--- config.mk ---
export PLATFORM = sky130hd
export DESIGN_NAME = bus_rr_arbiter
export DESIGN_NICKNAME = d
export VERILOG_FILES = /design/src/rtl/bus_rr_arbiter.sv
export SDC_FILE = /design/constraint.sdc
export NUM_CORES = 1
export LEC_CHECK = 0
export BUFFER_PORTS_ARGS = -buffer_cell sky130_fd_sc_hd__buf_2
export CAP_MARGIN = 20
export CORE_UTILIZATION = 45
export DETAILED_ROUTE_END_ITERATION = 7
export MAX_ROUTING_LAYER = met4
export PLACE_DENSITY = 0.68
export REMOVE_ABC_BUFFERS = 1
export SYNTH_ARGS = -nofsm -noshare
export SYNTH_HDL_FRONTEND = slang
export SYNTH_SLANG_ARGS = --single-unit
--- constraint.sdc ---
create_clock -name clk -period 3.04 [get_ports clk]
set_input_delay 0.152 -clock clk [delete_from_list [all_inputs] [get_ports clk]]
set_output_delay 0.152 -clock clk [all_outputs]
set_load 0.05 [all_outputs]
--- src/rtl/bus_rr_arbiter.sv ---
// Round-robin arbiter sharing one bus among N requesters over the req/done/dly/gnt protocol.
// Ownership moves through IDLE/BUSY/WAIT/FREE with a one-cycle turnaround and a bounded hold time.
module bus_rr_arbiter #(
    parameter int unsigned N       = 4,
    parameter int unsigned TIMEOUT = 16
) (
    input  logic                 clk,
    input  logic                 rst_n,
    input  logic [N-1:0]         req,
    input  logic                 done,
    input  logic                 dly,
    output logic [N-1:0]         gnt,
    output logic [$clog2(N)-1:0] gnt_id,
    output logic                 bus_busy,
    output logic                 timeout_err
);

    localparam int unsigned ID_W  = $clog2(N);
    localparam int unsigned CNT_W = $clog2(TIMEOUT + 1);

    typedef enum logic [1:0] {
        ST_IDLE = 2'd0,
        ST_BUSY = 2'd1,
        ST_WAIT = 2'd2,
        ST_FREE = 2'd3
    } state_t;

    state_t            state, state_nxt;
    logic [N-1:0]      gnt_nxt;
    logic [ID_W-1:0]   id_nxt;
    logic [ID_W-1:0]   last, last_nxt;
    logic [CNT_W-1:0]  cnt, cnt_nxt;
    logic              terr_nxt;

    logic [ID_W-1:0]   win;
    logic              win_vld;
    logic              at_limit;

    // Rotating search starting just after the previous owner, so it ends with lowest priority
    always_comb begin
        logic [ID_W-1:0] cand;
        win     = last;
        win_vld = 1'b0;
        cand    = '0;
        for (int unsigned i = 1; i <= N; i++) begin
            cand = ID_W'((32'(last) + i) % N);
            if (!win_vld && req[cand]) begin
                win     = cand;
                win_vld = 1'b1;
            end
        end
    end

    assign at_limit = (cnt == CNT_W'(TIMEOUT - 1));

    // State and grant registers
    always_ff @(posedge clk or negedge rst_n) begin
        if (!rst_n) begin
            state       <= ST_IDLE;
            gnt         <= '0;
            gnt_id      <= '0;
            last        <= ID_W'(N - 1);
            cnt         <= '0;
            timeout_err <= 1'b0;
        end else begin
            state       <= state_nxt;
            gnt         <= gnt_nxt;
            gnt_id      <= id_nxt;
            last        <= last_nxt;
            cnt         <= cnt_nxt;
            timeout_err <= terr_nxt;
        end
    end

    // Next-state and next-register logic
    always_comb begin
        state_nxt = state;
        gnt_nxt   = gnt;
        id_nxt    = gnt_id;
        last_nxt  = last;
        cnt_nxt   = cnt;
        terr_nxt  = 1'b0;

        unique case (state)
            ST_IDLE, ST_FREE: begin
                gnt_nxt = '0;
                if (win_vld) begin
                    state_nxt = ST_BUSY;
                    gnt_nxt   = N'(1) << win;
                    id_nxt    = win;
                    last_nxt  = win;
                    cnt_nxt   = '0;
                end else begin
                    state_nxt = ST_IDLE;
                end
            end

            ST_BUSY: begin
                if (done && !dly) begin
                    state_nxt = ST_FREE;
                    gnt_nxt   = '0;
                end else if (at_limit) begin
                    state_nxt = ST_FREE;
                    gnt_nxt   = '0;
                    terr_nxt  = 1'b1;
                end else begin
                    state_nxt = done ? ST_WAIT : ST_BUSY;
                    cnt_nxt   = cnt + CNT_W'(1);
                end
            end

            ST_WAIT: begin
                if (!dly) begin
                    state_nxt = ST_FREE;
                    gnt_nxt   = '0;
                end else if (at_limit) begin
                    state_nxt = ST_FREE;
                    gnt_nxt   = '0;
                    terr_nxt  = 1'b1;
                end else begin
                    cnt_nxt = cnt + CNT_W'(1);
                end
            end

            default: begin
                state_nxt = ST_IDLE;
                gnt_nxt   = '0;
            end
        endcase
    end

    // Decoded purely from the state register so it tracks gnt without glitches
    always_comb begin
        bus_busy = 1'b0;
        if (state == ST_BUSY || state == ST_WAIT) begin
            bus_busy = 1'b1;
        end
    end

    property p_gnt_onehot0;
        @(posedge clk) disable iff (!rst_n) $onehot0(gnt);
    endproperty
    a_gnt_onehot0: assert property (p_gnt_onehot0);

    property p_gnt_matches_busy;
        @(posedge clk) disable iff (!rst_n) ((gnt != '0) == bus_busy);
    endproperty
    a_gnt_matches_busy: assert property (p_gnt_matches_busy);

endmodule

# Word-level counts from Yosys, hierarchy flattened
# Cells that the tools add are included.
[totals]
register_bits = 16
inputBits = 8
out_inout_bits = 8
elab_cells = 75
[classes]
n_addsub = 5
n_lt_le_gt_ge = 4
n_eq_ne = 8
shifts = 1
n_mux = 38
reduce_logical = 13
[op_table]
columns = ["cell", "count"]
rows = [
  ["2-to-1 mux 5 bit", 4],
  ["2-to-1 mux 2 bit", 9],
  ["2-to-1 mux 4 bit", 4],
  ["one-hot mux 5 bit (3 select lines)", 1],
  ["2-to-1 mux 1 bit", 13],
  ["< comparator 2 x 3 -> 1 bit (second input constant)", 4],
  ["one-hot mux 4 bit (3 select lines)", 1],
  ["binary-select mux 1 bit (select 2 bit)", 4],
  ["inequality test 2 bit (second input constant)", 3],
  ["one-hot mux 2 bit (3 select lines)", 1],
  ["adder 5 x 1 -> 5 bit (second input constant)", 1],
  ["== test 5 x 4 -> 1 bit (second input constant)", 1],
  ["adder 2 x 1 -> 2 bit (second input constant)", 2],
  ["adder 2 bit (second input constant)", 2],
  ["== test 2 bit (second input constant)", 2],
  ["logical AND 1 bit", 4],
  ["zero test 1 bit", 4],
  ["<< shifter 1 x 2 -> 4 bit (first input constant)", 1],
  ["inequality test 3 bit (second input constant)", 1],
  ["AND reduction 3 bit", 1],
  ["== test 2 x 1 -> 1 bit (second input constant)", 1],
  ["zero test 2 bit", 1],
  ["one-hot mux 1 bit (2 select lines)", 1],
  ["AND reduction 2 bit", 1],
  ["2 further kinds", 2],
]

# Longest topological paths before layout
# Gate-level depths: netlist (run 1).
[logic_depth]
word_depth = 16
depth_mapped = 8
mapped_depth_nobuf = 7

# Worst setup path before layout (run 1)
# OpenSTA, ideal clock, no wires.
[synth_timing]
path_type = "register to register"
start = "register state[0]"
end = "register gnt[2]"
setup_ns = 0.121
t_arrival_ns = 1.690
required_time_ns = 2.919
setup_slack_ns = 1.229
path_stages_with_launch = 8
n_path_buf = 1
synth_period_minus_slack_ns = 1.811
path_cell_list = "dfrtp_1 -> inv_1 -> ha_1 -> buf_2 -> inv_1 -> nor2_2 -> o211a_1 -> a22o_1"
[synth_via]
elab_chain_cells = 3
elab_cells_between_ends = 6
cone_classes = "eq/ne: 3; mux: 1; reduce/logical: 2"
[synth_rtl]
columns = ["item", "line_no", "rtl"]
rows = [
  ["from (decl)", "28", "state_t state, state_nxt;"],
  ["from (signal assigned)", "66", "state <= state_nxt;"],
  ["== test 2 bit or zero test 2 bit (tied branches)", "84", "unique case (state)"],
  ["OR reduction 2 bit", "84", ""],
  ["one-hot mux 4 bit (3 select lines) *", "84", ""],
  ["named net gnt_nxt[2]", "29", "logic [N-1:0] gnt_nxt;"],
  ["to (signal assigned)", "67", "gnt <= gnt_nxt;"],
  ["to (decl)", "12", "output logic [N-1:0] gnt,"],
]
# The timed path passes the listed nets; every way through them passes the cells marked *.
# A chain may end at the register's enable or synchronous reset.

# Worst setup path after layout (run 1)
[layout_timing]
start = "register cnt[0]"
end = "register cnt[3]"
[layout_via]
elab_chain_cells = 4
elab_cells_between_ends = 6
cone_classes = "add/sub: 1; eq/ne: 1; mux: 4"
[layout_rtl]
columns = ["item", "line_no", "rtl"]
rows = [
  ["from (decl)", "32", "logic [CNT_W-1:0] cnt, cnt_nxt;"],
  ["from (signal assigned)", "70", "cnt <= cnt_nxt;"],
  ["adder 5 x 1 -> 5 bit or == test 5 x 4 -> 1 bit (tied branches)", "108, 121, 54", ""],
  ["2-to-1 mux 5 bit *", "102, 116", ""],
  ["2-to-1 mux 5 bit, on equally long branches", "113, 99", ""],
  ["one-hot mux 5 bit (3 select lines) *", "84", ""],
]
# Mark *: on every way between the ends. The rest lies on a longest branch, timed or not. The select of a mux whose other input is x is not followed.

==> results of run 1 <==
==> state kept, by name, summed over array words and instances (netlist names) <==
register and cells:
cnt 5, gnt 4, gnt_id 2, last 2, state 2, timeout_err 1
==> how the worst max path moves through the flow <==
stage	startpoint	endpoint	slack, ps	depth (start not counted)
4_1_cts	cnt[0]	cnt[3]	1220	7
3_5_place_dp	cnt[0]	cnt[3]	1230	7
5_1_grt	cnt[0]	cnt[3]	1060	7
2_1_floorplan	state[0]	gnt[2]	1260	6
3_3_place_gp	state[0]	gnt[2]	1280	6
6_report	cnt[0]	cnt[3]	1220	7
==> logic make-up (layout without fill, tap and decap cells) <==
family / Yosys count / after routing
flip-flops: 16 / 16
adder cells (fa/ha/maj): 5 / 5
buffers and inverters: 9 / 26
AND/OR/NAND/NOR: 25 / 25
AO/OA/AOI/OAI: 37 / 37
==> metal layers <==
metal	vias up	wire, µm	part of all wire (%)	track usage (%)
met5	-	0	0	-
met4	0	43	2.5	12.0
met1	342	857	50	24.0
met2	13	747	44	27.7
li1	376	-	-	-
met3	4	52	3.1	2.31
==> critical path, stage by stage, from the launching register on <==
cell and delay [ps]:
sky130_fd_sc_hd__dfrtp_1 420, sky130_fd_sc_hd__ha_1 220, sky130_fd_sc_hd__and3_1 200, sky130_fd_sc_hd__ha_1 280, sky130_fd_sc_hd__nand4b_1 230, sky130_fd_sc_hd__and2_1 180
sky130_fd_sc_hd__a21oi_1 100, sky130_fd_sc_hd__o21ai_0 80
==> layout make-up <==
type | count | area (µm²) | area share, %
clock buffers | 3 | 22.5 | 2.13
inverters | 7 | 26.3 | 2.48
multi-input cells | 67 | 488 | 46.1
flip-flops and latches | 16 | 403 | 38.1
well taps | 27 | 33.8 | 3.19
repair buffers | 16 | 85.1 | 8.04
==> Yosys cell counts (all sizes together), types with 2 or more instances <==
cell type / instances
dfstp: 2
o21a: 2
a22o: 5
nand2b: 5
nand3b: 2
ha: 5
a32o: 2
o21ai: 9
and2: 2
a21oi: 6
nor2: 7
inv: 7
dfrtp: 14
a21o: 2
nand2: 4
==> timing repair <==
item	CTS	global route
hold endpoints to repair	14	0
hold buffers	1	0
setup buffers	0	0
==> where the power goes <==
part	internal (mW)	leakage (nW)	switching, mW
Sequential	0.304	0.203	0.0652
Combinational	0.210	0.279	0.393
Clock	0.0460	0.0138	0.0639
==> metrics by stage <==
stage                     cell area (µm²)  setup WS [ps]  util (%)
after global routing                 1060           1060      54.5
after global placement               1030           1280      52.8
final                                1060           1220      54.5
after CTS                            1060           1220      54.5
after floorplan                       917           1260         -
after detailed placement             1030           1230      52.8
==> load_flow_metrics.sql, run 1 <==
INSERT INTO impl_metrics (metric_group, metric, value, unit) VALUES
('outcome', 'run_status', 'complete, no violations', ''),
('placement', 'place.port_buffers', '15', ''),
('timing', 'worst_pin_slew', '413', 'ps'),
('min_path', 'whs_endpoint', 'state[1]', ''),
('power', 'cellPowerDensity', '1020', 'mW/mm²'),
('worst_setup_path', 'timing_worst_setup_path_type', 'register to register', ''),
('timing', 'timing.final.crit_period', '1820', 'ps'),
('power', 'leakage_component_of_the_power', '0.495', 'nW'),
('floorplanning', 'ioPinCount', '16', ''),
('grt', 'globalRoute.totalOverflow', '0', ''),
('clock_tree', 'cts_tree', 'built', ''),
('detailed_routing', 'vias', '735', ''),
('logic_synthesis', 'main_combinational_cell_family_by_area_after_synthesis', 'compound AO/OA/AOI/OAI gates', ''),
('floorplanning', 'floorplan.core_area', '0.00194', 'mm²'),
('logic_synthesis', 'async_reset_ff_share', '100', '%'),
('logic_synthesis', 'postSynth.topFlopCell', 'sky130_fd_sc_hd__dfrtp_1', ''),
('worst_setup_path', 'critPathMaxFanout', '10', ''),
('layout', 'mostFrequentLayoutCell', 'sky130_fd_sc_hd__buf_2', ''),
('worst_setup_path', 'r2r_start', 'cnt[0]', ''),
('layout', 'mostFrequentLayoutCells', '15 x sky130_fd_sc_hd__buf_2, 14 x sky130_fd_sc_hd__dfrtp_1, 8 x sky130_fd_sc_hd__o21ai_0', ''),
('layout', 'area_growth', '14.3', '%'),
('timing', 'worst_hold_slack', '269', 'ps'),
('grt', 'grt_antenna_before_repair', '0', ''),
('placement', 'detailedPlacementHpwl', '1270', 'µm'),
('detailed_routing', 'via_density', '5.40', ''),
('logic_synthesis', 'library_cells_used_by_synthesis', '36', ''),
('logic_synthesis', 'netlist.top_cell.by_area', 'sky130_fd_sc_hd__dfrtp_1', ''),
('worst_setup_path', 'worst-r2r-setup-slack', '1220', 'ps'),
('floorplanning', 'initial_core_util', '47.7', '%'),
('placement', 'gp_congestion', '0.803', ''),
('worst_setup_path', 'rr_worst_depth', '7', ''),
('clock_tree', 'cts_repair_resize_count', '0', ''),
('logic_synthesis', 'synth_compound_gate_area_share', '29.1', '%'),
('min_path', 'worst_min_delay_path_category', 'input port to register', ''),
('logic_synthesis', 'post_synth_and_or_nand_nor_area_fraction', '16.9', '%'),
('layout', 'diodes', '0', ''),
('clock_tree', 'cts.root.buffer_cell', 'sky130_fd_sc_hd__clkbuf_4', ''),
('clock_tree', 'cts.path.max_buffers', '2', ''),
('grt', 'first_global_vias', '626', ''),
('detailed_routing', 'count_of_nets_left_with_antenna_violations_after_detail_routing', '0', ''),
('clock_tree', 'cts.htree.levels', '1', ''),
('layout', 'nFillCells', '191', ''),
('clock_tree', 'total_cts_buffers', '3', ''),
('detailed_routing', 'drt_wl_total', '1700', 'µm'),
('timing', 'timing.setup.tns', '0', 'ps'),
('logic_synthesis', 'sequential_to_total_area_share_from_yosys_stat', '43.5', '%'),
('timing', 'fmax', '548', 'MHz'),
('layout', 'finalNetCount', '124', ''),
('min_path', 'worst_hold_path.num_cells', '3', ''),
('min_path', 'hold_path_origin', 'dly', ''),
('worst_setup_path', 'cp.arrival', '1990', 'ps'),
('grt', 'grt_max_degree', '17', ''),
('worst_setup_path', 'worstSetupStartpointType', 'register', ''),
('logic_synthesis', 'adder_and_majority_cell_fraction_of_the_synthesized_area', '6.76', '%'),
('logic_synthesis', 'synth_top_area_share', '37.8', '%'),
('worst_setup_path', 'worst-endpoint-required', '3200', 'ps'),
('detailed_routing', 'drt_iter0_markers', '12', ''),
('floorplanning', 'rows', '16', ''),
('flow_run', 'maxCapViolCount', '0', ''),
('logic_synthesis', 'ys_top_cells_by_area', 'sky130_fd_sc_hd__dfrtp_1 38%, sky130_fd_sc_hd__ha_1 6.8%, sky130_fd_sc_hd__dfstp_2 5.7%, sky130_fd_sc_hd__a22o_1 4.7%, sky130_fd_sc_hd__o21ai_0 4.3%', ''),
('detailed_routing', 'drc', '0', ''),
('logic_synthesis', 'xor_xnor_fraction_of_synth_area', '0', '%'),
('timing', 'final_max_slew_viol_count', '0', ''),
('clock_tree', 'worst_setup_hold_path_clk_slew', '90', 'ps'),
('clock_tree', 'insertion_delay', '280', 'ps'),
('worst_setup_path', 'setup.worst_path.end_class', 'register', ''),
('detailed_routing', 'first_pass_iters', '4', ''),
('timing', 'clock_skew', '0.587', 'ps'),
('floorplanning', 'die_width', '47.4', 'µm'),
('logic_synthesis', 'mappedNetlistArea', '926', 'µm²'),
('timing', 'grt_setup_unrepaired', 'no', '');
Note: power is estimated with default switching activity, not from simulation.
==> inputs of run 2 (changes only) <==
clock period = 1.7 ns   (was 3.04 ns; I/O delays follow)
==> run 2 against run 1 <==
Effect of this change: sequential power grew 76%; flip-flop and latch count unchanged; fmax up 13%; worst hold slack worse by 44 ps; largest power group unchanged; cell count up 5.9%; critical endpoint unchanged; setup slack lost 1100 ps; sequential share of layout area shrank 2.9 points.
==> load_flow_metrics.sql, run 2 (synthesized netlist as in run 1, its figures left out) <==
INSERT INTO impl_metrics (metric_group, metric, value, unit) VALUES
('grt', 'globalRoute.totalOverflow', '0', ''),
('layout', 'mostFrequentLayoutCells', '14 x sky130_fd_sc_hd__dfrtp_1, 14 x sky130_fd_sc_hd__buf_2, 8 x sky130_fd_sc_hd__o21ai_0', ''),
('grt', 'grt.total_usage', '18.7', '%'),
('grt', 'first_global_vias', '671', ''),
('placement', 'place.port_buffers', '15', ''),
('detailed_routing', 'first_pass_iters', '4', ''),
('worst_setup_path', 'worst-r2r-setup-slack', '90', 'ps'),
('grt', 'grt_antenna_before_repair', '0', ''),
('power', 'leakage_component_of_the_power', '0.536', 'nW'),
('grt', 'grt_pass1_wl', '2820', 'µm'),
('worst_setup_path', 'worstSetupStartpointType', 'register', ''),
('timing', 'min_period_over_period', '94.9', '%'),
('timing', 'final_max_slew_viol_count', '0', ''),
('placement', 'gp_congestion', '0.878', ''),
('floorplanning', 'fp.dieH', '47.4', 'µm'),
('clock_tree', 'cts.htree.levels', '1', ''),
('detailed_routing', 'drt_iter0_markers', '14', ''),
('detailed_routing', 'drc', '0', ''),
('floorplanning', 'floorplan.core_area', '0.00194', 'mm²'),
('min_path', 'worst_min_delay_path_category', 'input port to register', ''),
('floorplanning', 'ioPinCount', '16', ''),
('placement', 'dpl_worst_slack', '-28.8', 'ps'),
('detailed_routing', 'post_drt_wl_per_cell', '13.3', 'µm'),
('timing', 'clock_skew', '4.15', 'ps'),
('layout', 'fin_util', '59.1', '%'),
('layout', 'finish.cell_count_without_fillers', '144', ''),
('layout', 'finalNetCount', '131', ''),
('clock_tree', 'total_cts_buffers', '3', ''),
('floorplanning', 'die_area', '0.00224', 'mm²'),
('layout', 'register_area', '403', 'µm²'),
('layout', 'top_regs', 'cnt: 5 flops, gnt: 4 flops', ''),
('power', 'cellPowerDensity', '1850', 'mW/mm²'),
('layout', 'nFillCells', '182', ''),
('floorplanning', 'initial_core_util', '47.7', '%'),
('placement', 'detailedPlacementHpwl', '1450', 'µm'),
('clock_tree', 'cts_tree', 'built', ''),
('detailed_routing', 'drt_wl_total', '1920', 'µm'),
('timing', 'worst_pin_slew', '419', 'ps'),
('power', 'peakVddDrop', '0.00114', 'V'),
('timing', 'final_count_of_negative_setup_slack_endpoints', '0', ''),
('worst_setup_path', 'setup.worst_path.end_class', 'register', ''),
('placement', 'post-place-cells', '139', ''),
('detailed_routing', 'via_density', '5.31', ''),
('timing', 'setup_ws', '87.0', 'ps'),
('clock_tree', 'worst_setup_hold_path_clk_slew', '90', 'ps'),
('floorplanning', 'die_width', '47.4', 'µm'),
('layout', 'fraction_of_final_layout_cells_sized_beyond_drive_strength_1', '32.5', '%'),
('timing', 'max-slew-margin-rel', '72.0', '%'),
('timing', 'worst_hold_slack', '225', 'ps'),
('layout', 'diodes', '0', ''),
('detailed_routing', 'vias', '764', ''),
('timing', 'timing_hold_violations_final', '0', ''),
('worst_setup_path', 'cp.arrival', '1780', 'ps'),
('grt', 'grt_max_degree', '17', ''),
('floorplanning', 'rows', '16', ''),
('outcome', 'run_status', 'complete, no violations', ''),
('layout', 'largest_register_ffs', '5', ''),
('worst_setup_path', 'critPathMaxFanout', '8', ''),
('timing', 'timing.final.crit_period', '1610', 'ps'),
('clock_tree', 'insertion_delay', '280', 'ps'),
('clock_tree', 'cts.path.max_buffers', '2', ''),
('flow_run', 'maxCapViolCount', '0', ''),
('clock_tree', 'number_of_post_cts_setup_repair_buffers', '0', ''),
('clock_tree', 'cts.root.buffer_cell', 'sky130_fd_sc_hd__clkbuf_4', ''),
('layout', 'area_growth', '23.9', '%'),
('detailed_routing', 'count_of_nets_left_with_antenna_violations_after_detail_routing', '0', ''),
('worst_setup_path', 'timing_worst_setup_path_type', 'register to register', ''),
('timing', 'fmax', '620', 'MHz'),
('clock_tree', 'cts.sinks', '16', ''),
('worst_setup_path', 'worst-endpoint-required', '1860', 'ps'),
('layout', 'multi_input_comb_area', '508', 'µm²'),
('layout', 'regMostFlops', 'cnt', '');
[run 2: power by group]
part	total, mW	leakage [nW]	internal (mW)	switching (mW)
sequential	0.652	0.203	0.544	0.107
clock	0.248	0.0210	0.130	0.117
combinational	1.22	0.312	0.472	0.747
total	2.12	0.536	1.15	0.972
[run 2: cell type report]
type                            instances  share of cell area (%)
Sequential cell                        16                    35.1
Clock buffer                            4                    3.16
Tap cell                               27                    2.94
Inverter                                7                    2.29
Timing Repair Buffer                   23                    12.2
Multi-Input combinational cell         67                    44.3
[run 2: metrics by stage]
| step | power (mW) | TNS [ps] | cell area, µm² |
|---|---|---|---|
| 6_report | 2.12 | 0 | 1150 |
| 5_1_grt | 2.27 | -22.4 | 1150 |
| 4_1_cts | 2.12 | 0 | 1130 |
| 3_5_place_dp | 1.86 | -28.8 | 1080 |
| 3_3_place_gp | 1.84 | 0 | 1080 |
| 2_1_floorplan | 1.50 | -206 | 917 |
[run 2: per-layer routing]
layer	global-route usage (%)	vias up	routed length (µm)
met5	-	-	0
met4	8.57	0	9
met3	2.31	2	54
met2	30.1	15	922
met1	23.3	359	932
li1	-	388	-
[run 2: worst paths after layout]
| path | from | end | cells past startpoint |
|---|---|---|---|
| min in group asynchronous | rst_n | gnt[0] | 2 |
| max in group asynchronous | rst_n | last[0] | 2 |
| min | dly | state[0] | 3 |
| max reg2reg | cnt[0] | cnt[3] | 7 |
| min reg2reg | gnt_id[1] | gnt_id[1] | 1 |
| max | cnt[0] | cnt[3] | 7 |
[run 2: worst max-delay path, cell delays in order, from the launching register on]
cell and delay (ps):
sky130_fd_sc_hd__dfrtp_1 390, sky130_fd_sc_hd__ha_2 190, sky130_fd_sc_hd__and3_4 190, sky130_fd_sc_hd__ha_4 180
sky130_fd_sc_hd__nand4b_1 170, sky130_fd_sc_hd__and2_1 170, sky130_fd_sc_hd__a21oi_1 110, sky130_fd_sc_hd__o21ai_0 90
[run 2: timing repair]
action                                 4_1_cts  5_1_grt
hold buffers                                 1        0
cloned                                       0        0
setup endpoints to repair                    2        5
gates resized for setup                      1        4
endpoints found under the hold margin       16        0
